<file path="config.mk">
export PLATFORM = sky130hd
export DESIGN_NAME = fast_uint_encoder_flat
export DESIGN_NICKNAME = d
export VERILOG_FILES = /design/src/rtl/fast_uint_encoder_if.sv /design/src/rtl/fast_uint_encoder.sv /design/src/flat_wrapper.sv
export SDC_FILE = /design/constraint.sdc
export NUM_CORES = 1
export LEC_CHECK = 0
export ABC_AREA = 1
export CORE_MARGIN = 1.5
export CORE_UTILIZATION = 25
export DETAILED_ROUTE_END_ITERATION = 8
export PLACE_DENSITY_LB_ADDON = 0.25
export SLEW_MARGIN = 20
export SYNTH_ARGS = -nofsm -noshare
export SYNTH_HDL_FRONTEND = slang
export SYNTH_SLANG_ARGS = --single-unit
</file>
<file path="constraint.sdc">
create_clock -name clk -period 13.6 [get_ports clk]
set_clock_uncertainty 0.15 [all_clocks]
set_input_delay 2.72 -clock clk [delete_from_list [all_inputs] [get_ports clk]]
set_output_delay 2.72 -clock clk [all_outputs]
set_load 0.02 [all_outputs]
</file>
<file path="src/rtl/fast_uint_encoder_if.sv">
// rtl/fast_uint_encoder_if.sv - field input and byte output stream bundle for the FAST uint encoder
interface fast_uint_encoder_if #(
  parameter int IN_WIDTH = 64
);
  logic                in_valid;
  logic                in_ready;
  logic [IN_WIDTH-1:0] in_value;
  logic                in_nullable;
  logic                in_is_null;
  logic                out_valid;
  logic                out_ready;
  logic [7:0]          out_byte;
  logic                out_last;
  logic                busy;

  // encoder side
  modport slave (
    input  in_valid, in_value, in_nullable, in_is_null, out_ready,
    output in_ready, out_valid, out_byte, out_last, busy
  );

  // producer of fields and consumer of bytes
  modport master (
    output in_valid, in_value, in_nullable, in_is_null, out_ready,
    input  in_ready, out_valid, out_byte, out_last, busy
  );
endinterface

</file>
<file path="src/rtl/fast_uint_encoder.sv">
// rtl/fast_uint_encoder.sv - FAST stop-bit uint encoder with nullable adjustment
module fast_uint_encoder #(
  parameter int IN_WIDTH  = 64,
  parameter int MAX_BYTES = 10
) (
  input logic                clk,
  input logic                rst,
  fast_uint_encoder_if.slave bus
);
  localparam int SR_W = MAX_BYTES * 7;
  localparam int AW   = IN_WIDTH + 1;
  localparam int CW   = $clog2(MAX_BYTES + 1);

  typedef enum logic {IDLE, EMIT} state_t;

  state_t          state_q, state_d;
  logic [SR_W-1:0] sr_q, sr_d;
  logic [CW-1:0]   cnt_q, cnt_d;

  logic [AW-1:0]   adj;
  logic [SR_W-1:0] adj_ext;
  logic [SR_W-1:0] adj_aligned;
  logic [CW-1:0]   len;
  logic            last;
  logic            xfer;
  logic            accept;

  // nullable adjustment; the extra top bit keeps the carry of all-ones + 1
  always_comb begin
    adj = {1'b0, bus.in_value};
    if (bus.in_nullable) begin
      if (bus.in_is_null) begin
        adj = '0;
      end else begin
        adj = {1'b0, bus.in_value} + AW'(1);
      end
    end
  end

  // group count and left alignment so the first byte comes from the top of the register
  always_comb begin
    adj_ext = SR_W'(adj);
    len     = CW'(1);
    for (int g = 0; g < MAX_BYTES; g++) begin
      if (adj_ext[g*7 +: 7] != 7'd0) begin
        len = CW'(g + 1);
      end
    end
    adj_aligned = adj_ext << (7 * (MAX_BYTES - int'(len)));
  end

  assign last          = (cnt_q == CW'(1));
  assign bus.out_valid = (state_q == EMIT);
  assign bus.busy      = (state_q == EMIT);
  assign bus.out_byte  = (state_q == EMIT) ? {last, sr_q[SR_W-1 -: 7]} : 8'h00;
  assign bus.out_last  = bus.out_byte[7];
  assign xfer          = bus.out_valid && bus.out_ready;
  // a new field may load on the same edge the previous field's last byte leaves
  assign bus.in_ready  = (state_q == IDLE) || (xfer && last);
  assign accept        = bus.in_valid && bus.in_ready;

  // state, shift register and byte counter
  always_ff @(posedge clk) begin
    if (rst) begin
      state_q <= IDLE;
      sr_q    <= '0;
      cnt_q   <= '0;
    end else begin
      state_q <= state_d;
      sr_q    <= sr_d;
      cnt_q   <= cnt_d;
    end
  end

  // load on accept, shift out one group per transferred byte, hold under backpressure
  always_comb begin
    state_d = state_q;
    sr_d    = sr_q;
    cnt_d   = cnt_q;
    case (state_q)
      IDLE: begin
        if (accept) begin
          state_d = EMIT;
          sr_d    = adj_aligned;
          cnt_d   = len;
        end
      end
      EMIT: begin
        if (xfer) begin
          if (last) begin
            if (accept) begin
              sr_d  = adj_aligned;
              cnt_d = len;
            end else begin
              state_d = IDLE;
              sr_d    = '0;
              cnt_d   = '0;
            end
          end else begin
            sr_d  = sr_q << 7;
            cnt_d = cnt_q - CW'(1);
          end
        end
      end
      default: begin
        state_d = IDLE;
        sr_d    = '0;
        cnt_d   = '0;
      end
    endcase
  end
endmodule

</file>
<file path="src/flat_wrapper.sv">
// flat-port wrapper written by rule: the top's interface ports become plain ports
module fast_uint_encoder_flat 
#(
  parameter int IN_WIDTH  = 64,
  parameter int MAX_BYTES = 10
)
  (clk, rst, bus_in_valid, bus_in_value, bus_in_nullable, bus_in_is_null, bus_out_ready, bus_in_ready, bus_out_valid, bus_out_byte, bus_out_last, bus_busy);
  fast_uint_encoder_if #(.IN_WIDTH(IN_WIDTH)) bus_i ();
  input logic clk;
  input logic rst;
  input wire logic [$bits(bus_i.in_valid)-1:0] bus_in_valid;
  input wire logic [$bits(bus_i.in_value)-1:0] bus_in_value;
  input wire logic [$bits(bus_i.in_nullable)-1:0] bus_in_nullable;
  input wire logic [$bits(bus_i.in_is_null)-1:0] bus_in_is_null;
  input wire logic [$bits(bus_i.out_ready)-1:0] bus_out_ready;
  output wire logic [$bits(bus_i.in_ready)-1:0] bus_in_ready;
  output wire logic [$bits(bus_i.out_valid)-1:0] bus_out_valid;
  output wire logic [$bits(bus_i.out_byte)-1:0] bus_out_byte;
  output wire logic [$bits(bus_i.out_last)-1:0] bus_out_last;
  output wire logic [$bits(bus_i.busy)-1:0] bus_busy;
  assign bus_i.in_valid = bus_in_valid;
  assign bus_i.in_value = bus_in_value;
  assign bus_i.in_nullable = bus_in_nullable;
  assign bus_i.in_is_null = bus_in_is_null;
  assign bus_i.out_ready = bus_out_ready;
  assign bus_in_ready = bus_i.in_ready;
  assign bus_out_valid = bus_i.out_valid;
  assign bus_out_byte = bus_i.out_byte;
  assign bus_out_last = bus_i.out_last;
  assign bus_busy = bus_i.busy;
  fast_uint_encoder #(.IN_WIDTH(IN_WIDTH), .MAX_BYTES(MAX_BYTES)) u_core (.clk(clk), .rst(rst), .bus(bus_i));
endmodule
</file>
==> impl_metrics.ini, run 1 <==
[status]
status = finished, final reports clean

[global_routing]
gr-usage-all-layers_pct = 19.0
grt_pass1_wl_mm = 87.8
grt.overflow.total = 0
antenna_found_initial = 0
grt_max_degree = 103
first_global_vias = 16100

[placement]
post-dp-hpwl_mm = 41.4
place_ws_ns = 1.58
gp_congestion = 0.903
place_area_um2 = 15100
portBuffers = 81
placed_cells = 3516

[critical_path]
cp-end-kind = flip-flop
cp_common_cell = nand2_1
cp_max_fo = 57
slowest_delay_ns = 1.12
worstPathRequired_ns = 13.72
worstSetupStartpointType = input pin
crit_arrival_ns = 12.01
slowest_stage = clkdlybuf4s50_1
worstSetupPathType = in2reg
r2r_cells = 14

[logic_synthesis]
synth_nets = 2938
avgSynthCellArea_um2 = 4.89
synth_edf_count = 0
synthCells = 2840
synth_area_um2 = 13900
seq_area_frac_synth_pct = 10.8
yosysWarningCount = 0
ys_ff_latch = 75
synth_ff_type = dfxtp_1
ys_types = 60
async_flop_share_pct = 0

[floorplanning]
die_h_um = 239
core_um2 = 55000
start_util_pct = 25.2
io-pin-count = 82
dieWidth_um = 239
num_rows = 86
die_area_um2 = 56900

[drt]
ant_nets = 0
vias = 17400
drtIter0Drc = 1705
drcViolationCount = 0
drt-pass1-iter-count = 6
wl_per_cell_um = 15.5
routed_wl_mm = 54.7
vias_per_cell = 4.93

[power]
switchingPower_uw = 739
seqPwrFrac_pct = 19.1
switching_share_pct = 54.3
power.density_nw_per_um2 = 88.6
internal_power_uw = 622
power_mw = 1.36
peakVddDrop_mv = 0.0591
combinationalPowerShare_pct = 63.4
power.share.clock_pct = 17.5
leakage_nw = 7.93

[sta]
final_hold_viol_count = 0
tightestPinTransition_ns = 0.992
period_share_pct = 87.4
max_slew_margin_pct = 33.7
rsz0062_at_grt = false
finalCriticalPeriod_ns = 11.89
fmax_mhz = 84.1
drv_slew = 0
fin_setup_tns_ns = 0
setup_violations = 0
setup_slack_ns = 1.71
timing.hold.ws_ns = 0.314

[clock_network]
cts.sinks = 75
cts_tree = built
cts_buffers = 9
root_buffer = clkbuf_16
max-clock-path-buffers = 2
hold_buffers = 0
cts-resized-gates = 0
post_cts_buffers = 0
insertion_delay_ns = 0.34
htreeDepth = 3
path_clk_slew_ns = 0.06

[final_layout]
fin_area_um2 = 15400
final_common_cell = nand2_1
fillers = 6483
final_nets = 2877
final_cell_mix = nand2_1, nand3_1, inv_1
final_cells = 3532
multi_input_area_um2 = 10600
utilization_pct = 27.9
insertedDiodeCount = 0
drive_above_1_share_pct = 4.09
seq_area_um2 = 1500
area_delta_synth_final_pct = 10.7

[flow_run]
drv_cap = 0

[hold_path]
hold_depth = 2
hp-class = reg2reg
-- cell usage after synthesis (13+ instances only) --
| cell type | number | share of area [%] |
|---|---|---|
| nand4_1 | 136 | 6.1 |
| o21ai_1 | 40 | 1.4 |
| nor2_1 | 150 | 4.1 |
| buf_1 | 49 | 1.3 |
| inv_1 | 251 | 6.8 |
| a21oi_1 | 54 | 1.9 |
| o21ai_0 | 92 | 3.3 |
| ha_1 | 25 | 2.3 |
| nand3_1 | 290 | 10 |
| nand2_1 | 1367 | 37 |
| dfxtp_1 | 75 | 11 |
| clkbuf_1 | 86 | 2.3 |
| nor3_1 | 14 | 0.51 |
| a31oi_1 | 29 | 1.3 |
| buf_2 | 28 | 1.0 |
| nor2_4 | 13 | 1.1 |
-- path summary, 6_finish.rpt --
kind                   startpoint         endpoint  slack [ns]
setup / recovery  bus_in_nullable  u_core.sr_q[37]        1.71
setup reg to reg  u_core.cnt_q[1]  u_core.sr_q[40]        9.95
hold / removal     u_core.sr_q[3]   u_core.sr_q[3]        0.31
hold reg to reg    u_core.sr_q[3]   u_core.sr_q[3]        0.31
-- sequential cells by signal, summed over array words and instances (netlist names) --
signal           count
u_core.sr_q         70
u_core.bus.busy      1
u_core.cnt_q         4
-- cell families after synthesis --
group           share of synthesized area, %
xor+xnor                               0.559
fa+ha+maj                               2.69
compound gates                          10.3
simple gates                            62.4
buf+inv                                 13.1
mux                                   0.0721
flops                                   10.8
-- layer usage --
layer / share of wire, % / vias up / GRT usage [%] / wire length, µm
met5: 0 / - / 0 / 0
met4: 2.3 / 0 / 4.74 / 1270
met3: 4.2 / 74 / 1.12 / 2310
met2: 48 / 461 / 32.7 / 26000
met1: 46 / 7933 / 25.6 / 25100
li1: - / 8957 / - / -
-- power by group through the flow --
| stage | Clock, mW | Sequential, mW | Combinational, mW |
|---|---|---|---|
| 2_1_floorplan | 0 | 0.260 | 0.595 |
| 3_3_place_gp | 0 | 0.265 | 0.849 |
| 3_5_place_dp | 0 | 0.264 | 0.843 |
| 4_1_cts | 0.244 | 0.260 | 0.846 |
| 6_report | 0.238 | 0.260 | 0.863 |
| 5_1_grt | 0.252 | 0.263 | 0.952 |
-- final cells by class --
| cell class | count | area share, % |
|---|---|---|
| repair buffers | 107 | 6.63 |
| multi-input cells | 2318 | 69.1 |
| clock inverters | 4 | 0.334 |
| flip-flops and latches | 75 | 9.77 |
| well taps | 748 | 6.09 |
| inverters | 268 | 6.56 |
| clock buffers | 12 | 1.54 |
-- worst max-delay path: cells and delay by family --
family | cells | cell delay, ns
AO/OA/AOI/OAI | 5 | 0.78
buffers and inverters | 9 | 2.35
AND/OR/NAND/NOR | 28 | 4.55
adder cells (fa/ha/maj) | 4 | 1.55
No activity file was read; power rests on OpenSTA's default activity.
==> run 2: changes to the inputs <==
--- a/config.mk
+++ b/config.mk
@@ -8,9 +8,11 @@
 export ABC_AREA = 1
 export CORE_MARGIN = 1.5
 export CORE_UTILIZATION = 25
+export CTS_BUF_LIST = sky130_fd_sc_hd__clkbuf_8 sky130_fd_sc_hd__clkbuf_16
 export DETAILED_ROUTE_END_ITERATION = 8
 export PLACE_DENSITY_LB_ADDON = 0.25
 export SLEW_MARGIN = 20
 export SYNTH_ARGS = -nofsm -noshare
 export SYNTH_HDL_FRONTEND = slang
 export SYNTH_SLANG_ARGS = --single-unit
+export TNS_END_PERCENT = 50
==> run 2 against run 1 <==
Compared with the run above: global-route usage unchanged; fmax hardly changed; clock power hardly changed; cell area did not move; combinational power barely moved; cell count is the same; critical endpoint unchanged; critical path type unchanged; routed wire length is essentially flat; flip-flop and latch count stayed put.
==> impl_metrics.ini, run 2 (same netlist as run 1, synthesis figures left out) <==
[clock_network]
htreeDepth = 3
path_clk_slew_ns = 0.06
post_cts_buffers = 0
max-clock-path-buffers = 2
hold_buffers = 0
cts.sinks = 75
root_buffer = clkbuf_16
cts_buffers = 9
cts_tree = built
cts-resized-gates = 0
insertion_delay_ns = 0.34

[sta]
period_share_pct = 87.5
fin_setup_tns_ns = 0
tightestPinTransition_ns = 0.995
finalCriticalPeriod_ns = 11.89
rsz0062_at_grt = false
max_slew_margin_pct = 33.5
setup_violations = 0
fmax_mhz = 84.1
final_hold_viol_count = 0
drv_slew = 0

[power]
switching_share_pct = 54.4
power_mw = 1.36
combinationalPowerShare_pct = 63.5
internal_power_uw = 620
leakage_nw = 7.94
power.density_nw_per_um2 = 88.5
power.share.clock_pct = 17.4
seqPwrFrac_pct = 19.1
switchingPower_uw = 740
peakVddDrop_mv = 0.0588

[critical_path]
crit_arrival_ns = 12.01
worstPathRequired_ns = 13.72
r2r_cells = 14
cp_max_fo = 57
cp-end-kind = flip-flop
cpLargestDelayFamily = simple AND/OR/NAND/NOR gates
cp_common_cell = nand2_1
worstSetupStartpointType = input pin
rrSetupSlack_ns = 9.95
critPathBufInv = 9
worstReg2RegStart = u_core.cnt_q[1]
slowest_delay_ns = 1.12
worstSetupPathType = in2reg
startpoint = bus_in_nullable
slowest_stage = clkdlybuf4s50_1
path_depth = 46

[global_routing]
antenna_found_initial = 0
gr-usage-all-layers_pct = 19.0
grt_pass1_wl_mm = 87.8
grt_max_degree = 103
grt.overflow.total = 0
first_global_vias = 16100

[flow_run]
drv_cap = 0

[placement]
post-dp-hpwl_mm = 41.4
placed_cells = 3516
gp_congestion = 0.903
place_area_um2 = 15100
portBuffers = 81

[drt]
drtIter0Drc = 1703
drcViolationCount = 0
ant_nets = 0
vias_per_cell = 4.93
vias = 17400
wl_per_cell_um = 15.5
drt-pass1-iter-count = 6
routed_wl_mm = 54.7

[final_layout]
final_cell_mix = nand2_1, nand3_1, inv_1
area_delta_synth_final_pct = 10.7
largest_reg_flops = 70
final_nets = 2877
drive_above_1_share_pct = 4.09
utilization_pct = 27.9
final_common_cell = nand2_1
insertedDiodeCount = 0
final_cells = 3532
largest_register = u_core.sr_q
fin_area_um2 = 15400

[floorplanning]
dieWidth_um = 239
num_rows = 86
die_area_um2 = 56900
die_h_um = 239
start_util_pct = 25.2
io-pin-count = 82
core_um2 = 55000

[status]
status = finished, final reports clean

[hold_path]
hold_depth = 2
min_from = u_core.sr_q[3]
hp-class = reg2reg
## run 2: cell count changes in the layout (fill, tap and decap cells not counted), sizes merged
cell | before | now
clkbuf | 12 | 9
inv | 262 | 265
## run 2: final timing paths
path	endpoint
max	u_core.sr_q[37]
min	u_core.sr_q[3]
max reg2reg	u_core.sr_q[40]
min reg2reg	u_core.sr_q[3]
## run 2: final cells by class
| cell class | count | area (µm²) |
|---|---|---|
| Multi-Input combinational cell | 2318 | 10600 |
| Sequential cell | 75 | 1500 |
| Timing Repair Buffer | 107 | 1020 |
| Clock buffer | 9 | 225 |
| Inverter | 268 | 1010 |
| Clock inverter | 7 | 62.6 |
| Tap cell | 748 | 936 |
| Fill cell | 6483 | 39600 |
## run 2: metal layers
layer	vias up	wire length, µm	track usage (%)
met3	72	2350	1.12
met2	467	26000	32.7
met4	0	1250	4.74
li1	8955	-	-
met5	-	0	0
met1	7929	25100	25.6
## run 2: stage by stage
stage / hold WS, ns / setup WS [ns]
final: 0.313 / 1.71
after global routing: 0.336 / 0.877
after CTS: 0.317 / 1.88
after detailed placement: 0.307 / 1.58
after global placement: 0.305 / 1.62
after floorplan: 0.295 / 3.40
## run 2: tightest hold or removal path: cells and delay by family, from the launching register on
family	cells	cell delay [ns]
flip-flops	1	0.31
AND/OR/NAND/NOR	1	0.06
AO/OA/AOI/OAI	1	0.05
## run 2: power by group through the flow
stage / clock, mW / sequential (mW) / combinational [mW]
after floorplan: 0 / 0.260 / 0.595
after global placement: 0 / 0.265 / 0.849
after detailed placement: 0 / 0.264 / 0.843
after CTS: 0.241 / 0.260 / 0.846
after global routing: 0.250 / 0.263 / 0.952
final: 0.236 / 0.260 / 0.863
